File: config.mk
export PLATFORM = sky130hd
export DESIGN_NAME = nco_period_meter_flat
export DESIGN_NICKNAME = d
export VERILOG_FILES = /design/src/rtl/nco_period_meter_if.sv /design/src/rtl/nco_period_meter.sv /design/src/flat_wrapper.sv
export SDC_FILE = /design/constraint.sdc
export NUM_CORES = 1
export LEC_CHECK = 0
export ABC_AREA = 1
export CORE_MARGIN = 2
export CORE_UTILIZATION = 59
export CTS_CLUSTER_DIAMETER = 150
export CTS_CLUSTER_SIZE = 14
export DETAILED_ROUTE_END_ITERATION = 8
export GPL_TIMING_DRIVEN = 1
export HOLD_SLACK_MARGIN = 0.05
export PLACE_DENSITY = 0.84
export SYNTH_ARGS = -nofsm -noshare
export SYNTH_HDL_FRONTEND = slang
export SYNTH_SLANG_ARGS = --single-unit
File: constraint.sdc
create_clock -name clk -period 3.4 [get_ports clk]
set_clock_uncertainty 0.2 [all_clocks]
set_input_delay 0.68 -clock clk [delete_from_list [all_inputs] [get_ports clk]]
set_output_delay 0.68 -clock clk [all_outputs]
set_load 0.005 [all_outputs]
File: src/rtl/nco_period_meter_if.sv
// nco_period_meter sample/control/result bundle.
// pp_out exists only when NCO_PERIOD_METER_AMP_EN is defined.
interface nco_period_meter_if #(
  parameter int CNT_W = 16
) ();
  logic [7:0]       sample_in;
  logic             sample_valid;
  logic             start;
  logic             busy;
  logic             period_valid;
  logic [CNT_W-1:0] period_out;
  logic             timeout;
`ifdef NCO_PERIOD_METER_AMP_EN
  logic [7:0]       pp_out;

  modport master (
    output sample_in, sample_valid, start,
    input  busy, period_valid, period_out, timeout, pp_out
  );

  modport slave (
    input  sample_in, sample_valid, start,
    output busy, period_valid, period_out, timeout, pp_out
  );
`else
  modport master (
    output sample_in, sample_valid, start,
    input  busy, period_valid, period_out, timeout
  );

  modport slave (
    input  sample_in, sample_valid, start,
    output busy, period_valid, period_out, timeout
  );
`endif
endinterface

File: src/rtl/nco_period_meter.sv
// Tone period meter: averaged rising mid-crossing spacing, in samples.
// Optional NCO_PERIOD_METER_AMP_EN adds peak-to-peak amplitude readout.
module nco_period_meter #(
  parameter int CNT_W    = 16,
  parameter int AVG_LOG2 = 2,
  parameter int MID      = 127,
  parameter int HYST     = 8
) (
  input logic               clk,
  input logic               rst,
  nco_period_meter_if.slave bus
);

  localparam int XW = AVG_LOG2 + 1;
  localparam logic [XW-1:0] NXC = XW'(1 << AVG_LOG2);
  localparam logic [CNT_W-1:0] CNT_MAX = '1;
  localparam logic [7:0] HI_TH = 8'(MID + HYST);
  localparam logic [7:0] LO_TH = 8'(MID - HYST);

  typedef enum logic [1:0] {
    IDLE, ARM, MEASURE, DONE
  } state_t;

  state_t           state, state_n;
  logic             pol, pol_n;
  logic [CNT_W-1:0] cnt, cnt_n, cnt_inc;
  logic [XW-1:0]    xcnt, xcnt_n, xcnt_inc;
  logic [CNT_W-1:0] per, per_n;
  logic             to, to_n;
  logic             acc, hi, lo, rise;

  // polarity tracker and crossing detect on accepted samples
  always_comb begin
    acc   = bus.sample_valid;
    hi    = bus.sample_in >= HI_TH;
    lo    = bus.sample_in <= LO_TH;
    rise  = acc && !pol && hi;
    pol_n = pol;
    unique case (1'b1)
      (acc && hi): pol_n = 1'b1;
      (acc && lo): pol_n = 1'b0;
      default:     pol_n = pol;
    endcase
  end

  // measurement FSM next state, counters and result latch
  always_comb begin
    state_n  = state;
    cnt_n    = cnt;
    xcnt_n   = xcnt;
    per_n    = per;
    to_n     = to;
    cnt_inc  = cnt + CNT_W'(1);
    xcnt_inc = xcnt + XW'(1);
    unique case (state)
      IDLE: begin
        if (bus.start) begin
          state_n = ARM;
          cnt_n   = '0;
        end
      end
      ARM: begin
        if (acc) begin
          if (rise) begin
            state_n = MEASURE;
            cnt_n   = '0;
            xcnt_n  = '0;
          end else begin
            cnt_n = cnt_inc;
            if (cnt_inc == CNT_MAX) begin
              state_n = DONE;
              per_n   = CNT_MAX;
              to_n    = 1'b1;
            end
          end
        end
      end
      MEASURE: begin
        if (acc) begin
          cnt_n = cnt_inc;
          if (rise) xcnt_n = xcnt_inc;
          if (rise && xcnt_inc == NXC) begin
            state_n = DONE;
            per_n   = cnt_inc >> AVG_LOG2;
            to_n    = 1'b0;
          end else if (cnt_inc == CNT_MAX) begin
            state_n = DONE;
            per_n   = CNT_MAX;
            to_n    = 1'b1;
          end
        end
      end
      DONE:    state_n = IDLE;
      default: state_n = IDLE;
    endcase
  end

  // state and counter registers
  always_ff @(posedge clk) begin
    if (rst) begin
      state <= IDLE;
      pol   <= 1'b0;
      cnt   <= '0;
      xcnt  <= '0;
      per   <= '0;
      to    <= 1'b0;
    end else begin
      state <= state_n;
      pol   <= pol_n;
      cnt   <= cnt_n;
      xcnt  <= xcnt_n;
      per   <= per_n;
      to    <= to_n;
    end
  end

  assign bus.busy         = (state == ARM) || (state == MEASURE);
  assign bus.period_valid = (state == DONE);
  assign bus.period_out   = per;
  assign bus.timeout      = to;

`ifdef NCO_PERIOD_METER_AMP_EN
  logic [7:0] mn, mn_n, mx, mx_n, pp, pp_n;

  // min/max over measured samples; difference captured with the result
  always_comb begin
    mn_n = mn;
    mx_n = mx;
    pp_n = pp;
    if ((state == IDLE && bus.start) || (state == ARM && rise)) begin
      mn_n = 8'hFF;
      mx_n = 8'h00;
    end else if (state == MEASURE && acc) begin
      if (bus.sample_in < mn) mn_n = bus.sample_in;
      if (bus.sample_in > mx) mx_n = bus.sample_in;
    end
    if (state_n == DONE && state != DONE)
      pp_n = (mx_n >= mn_n) ? mx_n - mn_n : 8'h00;
  end

  // amplitude registers
  always_ff @(posedge clk) begin
    if (rst) begin
      mn <= 8'hFF;
      mx <= 8'h00;
      pp <= 8'h00;
    end else begin
      mn <= mn_n;
      mx <= mx_n;
      pp <= pp_n;
    end
  end

  assign bus.pp_out = pp;
`endif

endmodule
File: src/flat_wrapper.sv
// flat-port wrapper written by rule: the top's interface ports become plain ports
module nco_period_meter_flat 
#(
  parameter int CNT_W    = 16,
  parameter int AVG_LOG2 = 2,
  parameter int MID      = 127,
  parameter int HYST     = 8
)
  (clk, rst, bus_sample_in, bus_sample_valid, bus_start, bus_busy, bus_period_valid, bus_period_out, bus_timeout);
  nco_period_meter_if #(.CNT_W(CNT_W)) bus_i ();
  input logic clk;
  input logic rst;
  input wire logic [$bits(bus_i.sample_in)-1:0] bus_sample_in;
  input wire logic [$bits(bus_i.sample_valid)-1:0] bus_sample_valid;
  input wire logic [$bits(bus_i.start)-1:0] bus_start;
  output wire logic [$bits(bus_i.busy)-1:0] bus_busy;
  output wire logic [$bits(bus_i.period_valid)-1:0] bus_period_valid;
  output wire logic [$bits(bus_i.period_out)-1:0] bus_period_out;
  output wire logic [$bits(bus_i.timeout)-1:0] bus_timeout;
  assign bus_i.sample_in = bus_sample_in;
  assign bus_i.sample_valid = bus_sample_valid;
  assign bus_i.start = bus_start;
  assign bus_busy = bus_i.busy;
  assign bus_period_valid = bus_i.period_valid;
  assign bus_period_out = bus_i.period_out;
  assign bus_timeout = bus_i.timeout;
  nco_period_meter #(.CNT_W(CNT_W), .AVG_LOG2(AVG_LOG2), .MID(MID), .HYST(HYST)) u_core (.clk(clk), .rst(rst), .bus(bus_i));
endmodule
==> results_dict.tcl <==
set metrics [dict create \
    final_util_pct 73.87 \
    routed_wirelength_um 5410 \
    grt_first_pass_wirelength_um 9101 \
    final_cell_count_without_fillers 425 \
    period_share_pct 78.35 \
    globalRoute.totalOverflow 0 \
    fillerInstances 329 \
    vdd_drop_max_v 0.0002935 \
    critPathLaunchType "primary input" \
    initialDrtViolationCount 203 \
    die_x_extent_um 66.47 \
    critical_path.max_stage_delay_ns 0.47 \
    starting_utilization_of_the_core_area_pct 61.95 \
    path_class "primary input to flip-flop" \
    grt_start_max_net_pins 23 \
    cts_max_path_buffers 2 \
    fin_crit_ns 2.664 \
    syn-instance-count 346 \
    numPortBuffers 30 \
    clkLatencyLatePin_ns 0.30 \
    final_max_slew_violation_count 0 \
    crit_path_top_delay_cell "sky130_fd_sc_hd__clkdlybuf4s50_1" \
    outcome "complete, no violations" \
    finalSetupViolations 0 \
    first_global_vias 2044 \
    synth_seq_cells 39 \
    route.vias.total 2261 \
    cts_tree "built" \
    finalHoldViolations 0 \
    achievable_freq_ghz 0.3754 \
    cts_repair_resize_count 0 \
    worstSetupEndpointType "flip-flop" \
    antenna_left 0 \
    worst_slew_margin_rel_pct 67.45 \
    htree_levels 2 \
    worst-slew-pin-transition_ns 0.4878 \
    holdBufCountCts 0 \
    numPlacedInstances 417 \
    numCtsBuffers 5 \
    timing.critical_path.buf_inv 4 \
    core_area_um2 3716 \
    fin_nets 397 \
    post_cts.repair.setup_buffers 0 \
    syn-mean-instance-area_um2 6.654 \
    drt_pass1_iterations 4 \
    final_common_cell "sky130_fd_sc_hd__nand2_1" \
    route.detailed.wl_per_inst_um 12.73 \
    drc 0 \
    top_ports 31 \
    synth_seq_area_share_pct 33.91 \
    die_y_um 66.47 \
    final.setup.tns_ns 0 \
    drive_gt1_share_pct 8.223 \
    maxCapViolCount 0 \
    synthToLayoutAreaGrowth_pct 19.24 \
    cellPowerDensity_nw_per_um2 357.7 \
    antenna_violations_before_repair 0 \
    dp_hpwl_um 3915 \
    cellLeakagePower_uw 0.001265 \
    hold_class "flip-flop to flip-flop" \
    largest_fanout_on_the_critical_path 21 \
    synthesis.yosys.warnings 0 \
    worstPathArrival_ns 2.66 \
    gp_congestion 1.006 \
    clock_transition_at_the_registers_of_the_reported_paths_ns 0.07 \
    critical_path.cell_chain "clkdlybuf4s50_1, a31oi_1, nand2_1, nand3_1, nor2_1, nand3_1, nor2_4, inv_1, o21ai_0, inv_1, nand2_1, inv_1" \
    avgViaCountPerCell 5.320 \
    antenna_cells_inserted 0 \
    crit_path_frequent_cell "sky130_fd_sc_hd__inv_1" \
    rsz0062_at_grt "false" \
    clock_sinks 39 \
    grt_use_total_pct 27.00 \
    fp-row-count 22 \
    cts.root.buffer_cell "sky130_fd_sc_hd__clkbuf_8" \
    area_of_the_die_um2 4418 \
    worst_hold_slack_ns 0.2515 \
    post_synth_num_cell_types 32 \
    most-common-layout-cells "sky130_fd_sc_hd__nand2_1, sky130_fd_sc_hd__inv_1, sky130_fd_sc_hd__dfxtp_1" \
    timing.critical_path.required_ns 3.40 \
    critPathTopFamily "buffers and inverters" \
    mappedNetlistArea_um2 2302 \
    synth_fp_nets 367 \
]
worst min-delay path: stages, from the launching register on:
cell and delay [ns]:
sky130_fd_sc_hd__dfxtp_1 0.31, sky130_fd_sc_hd__inv_1 0.04, sky130_fd_sc_hd__a21oi_1 0.05
cells in the mapped netlist:
cell,n,area (um2)
sky130_fd_sc_hd__nor2_4,2,22.52
sky130_fd_sc_hd__o31ai_1,4,30.03
sky130_fd_sc_hd__buf_4,1,7.510
sky130_fd_sc_hd__a31oi_1,2,12.51
sky130_fd_sc_hd__buf_6,1,11.26
sky130_fd_sc_hd__nand4_1,4,25.02
sky130_fd_sc_hd__nand3_1,16,80.08
sky130_fd_sc_hd__nor2_2,5,31.28
sky130_fd_sc_hd__nand3b_1,13,97.59
sky130_fd_sc_hd__o211a_1,1,10.01
sky130_fd_sc_hd__nand2_2,3,18.77
sky130_fd_sc_hd__clkbuf_1,5,18.77
sky130_fd_sc_hd__nand4_2,1,12.51
sky130_fd_sc_hd__o21ai_2,1,8.760
sky130_fd_sc_hd__a221oi_1,1,8.760
sky130_fd_sc_hd__nor2_1,25,93.84
sky130_fd_sc_hd__a21oi_1,23,115.1
sky130_fd_sc_hd__a2bb2oi_1,2,17.52
sky130_fd_sc_hd__o21bai_2,1,11.26
sky130_fd_sc_hd__xnor2_2,1,16.27
sky130_fd_sc_hd__dfxtp_1,39,780.8
sky130_fd_sc_hd__nor3_2,2,20.02
sky130_fd_sc_hd__nand3_2,1,10.01
sky130_fd_sc_hd__nor3_1,1,5.000
sky130_fd_sc_hd__inv_1,58,217.7
sky130_fd_sc_hd__nand2_1,101,379.1
sky130_fd_sc_hd__inv_2,3,11.26
sky130_fd_sc_hd__or2_2,1,6.260
sky130_fd_sc_hd__ha_1,9,112.6
sky130_fd_sc_hd__buf_2,1,5.000
sky130_fd_sc_hd__nor2_8,1,20.02
sky130_fd_sc_hd__o21ai_0,17,85.08
final cells by class:
cell class,count,area (um2),share of cell area (%)
flip-flops and latches,39,780.7,28.44
well taps,48,60.06,2.188
multi-input cells,238,1250,45.53
repair buffers,31,307.8,11.21
inverters,61,229.0,8.341
clock inverters,2,35.03,1.276
clock buffers,6,82.58,3.008
sequential cells by signal, indices dropped and copies added (netlist names):
register               cells
u_core.state               2
u_core.bus.period_out     16
u_core.xcnt                3
u_core.cnt                16
u_core.pol                 1
u_core.bus.timeout         1
worst paths after layout:
kind	startpoint	endpoint	slack (ns)	cells past startpoint
worst min register to register	u_core.bus.period_out[15]	u_core.bus.period_out[15]	0.25	2
worst max register to register	u_core.state[0]	u_core.cnt[13]	0.90	13
worst min-delay path	u_core.bus.period_out[15]	u_core.bus.period_out[15]	0.25	2
worst max-delay path	bus_sample_in[0]	u_core.bus.period_out[5]	0.74	12
power breakdown:
| group | switching (uW) | internal, uW |
|---|---|---|
| Combinational | 65.7 | 40.9 |
| Clock | 168 | 237 |
| Sequential | 5.80 | 464 |
routing by layer:
metal | track usage, % | part of all wire (%)
met1 | 32.25 | 42
met2 | 49.13 | 51
met3 | 5.236 | 5.8
met4 | 6.888 | 1.3
met5 | 0 | 0
cells by family (layout without fill, tap and decap cells):
family / count (synthesis) / in the layout / synth area share (%)
simple gates: 176 / 176 / 35.71
buf+inv: 69 / 100 / 11.79
compound gates: 52 / 52 / 12.99
flops: 39 / 39 / 33.91
fa+ha+maj: 9 / 9 / 4.891
xor+xnor: 1 / 1 / 0.7067
through the flow:
step | setup slack (ns) | cell area (um2) | total power, uW
global route | 0.4446 | 2745 | 1019
global placement | 0.5355 | 2628 | 584.2
CTS | 0.7468 | 2745 | 984.9
detailed placement | 0.4633 | 2628 | 587.0
floorplan | 1.198 | 2302 | 550.5
finish | 0.7362 | 2745 | 982.0
Power figures use the tool's default switching activity.
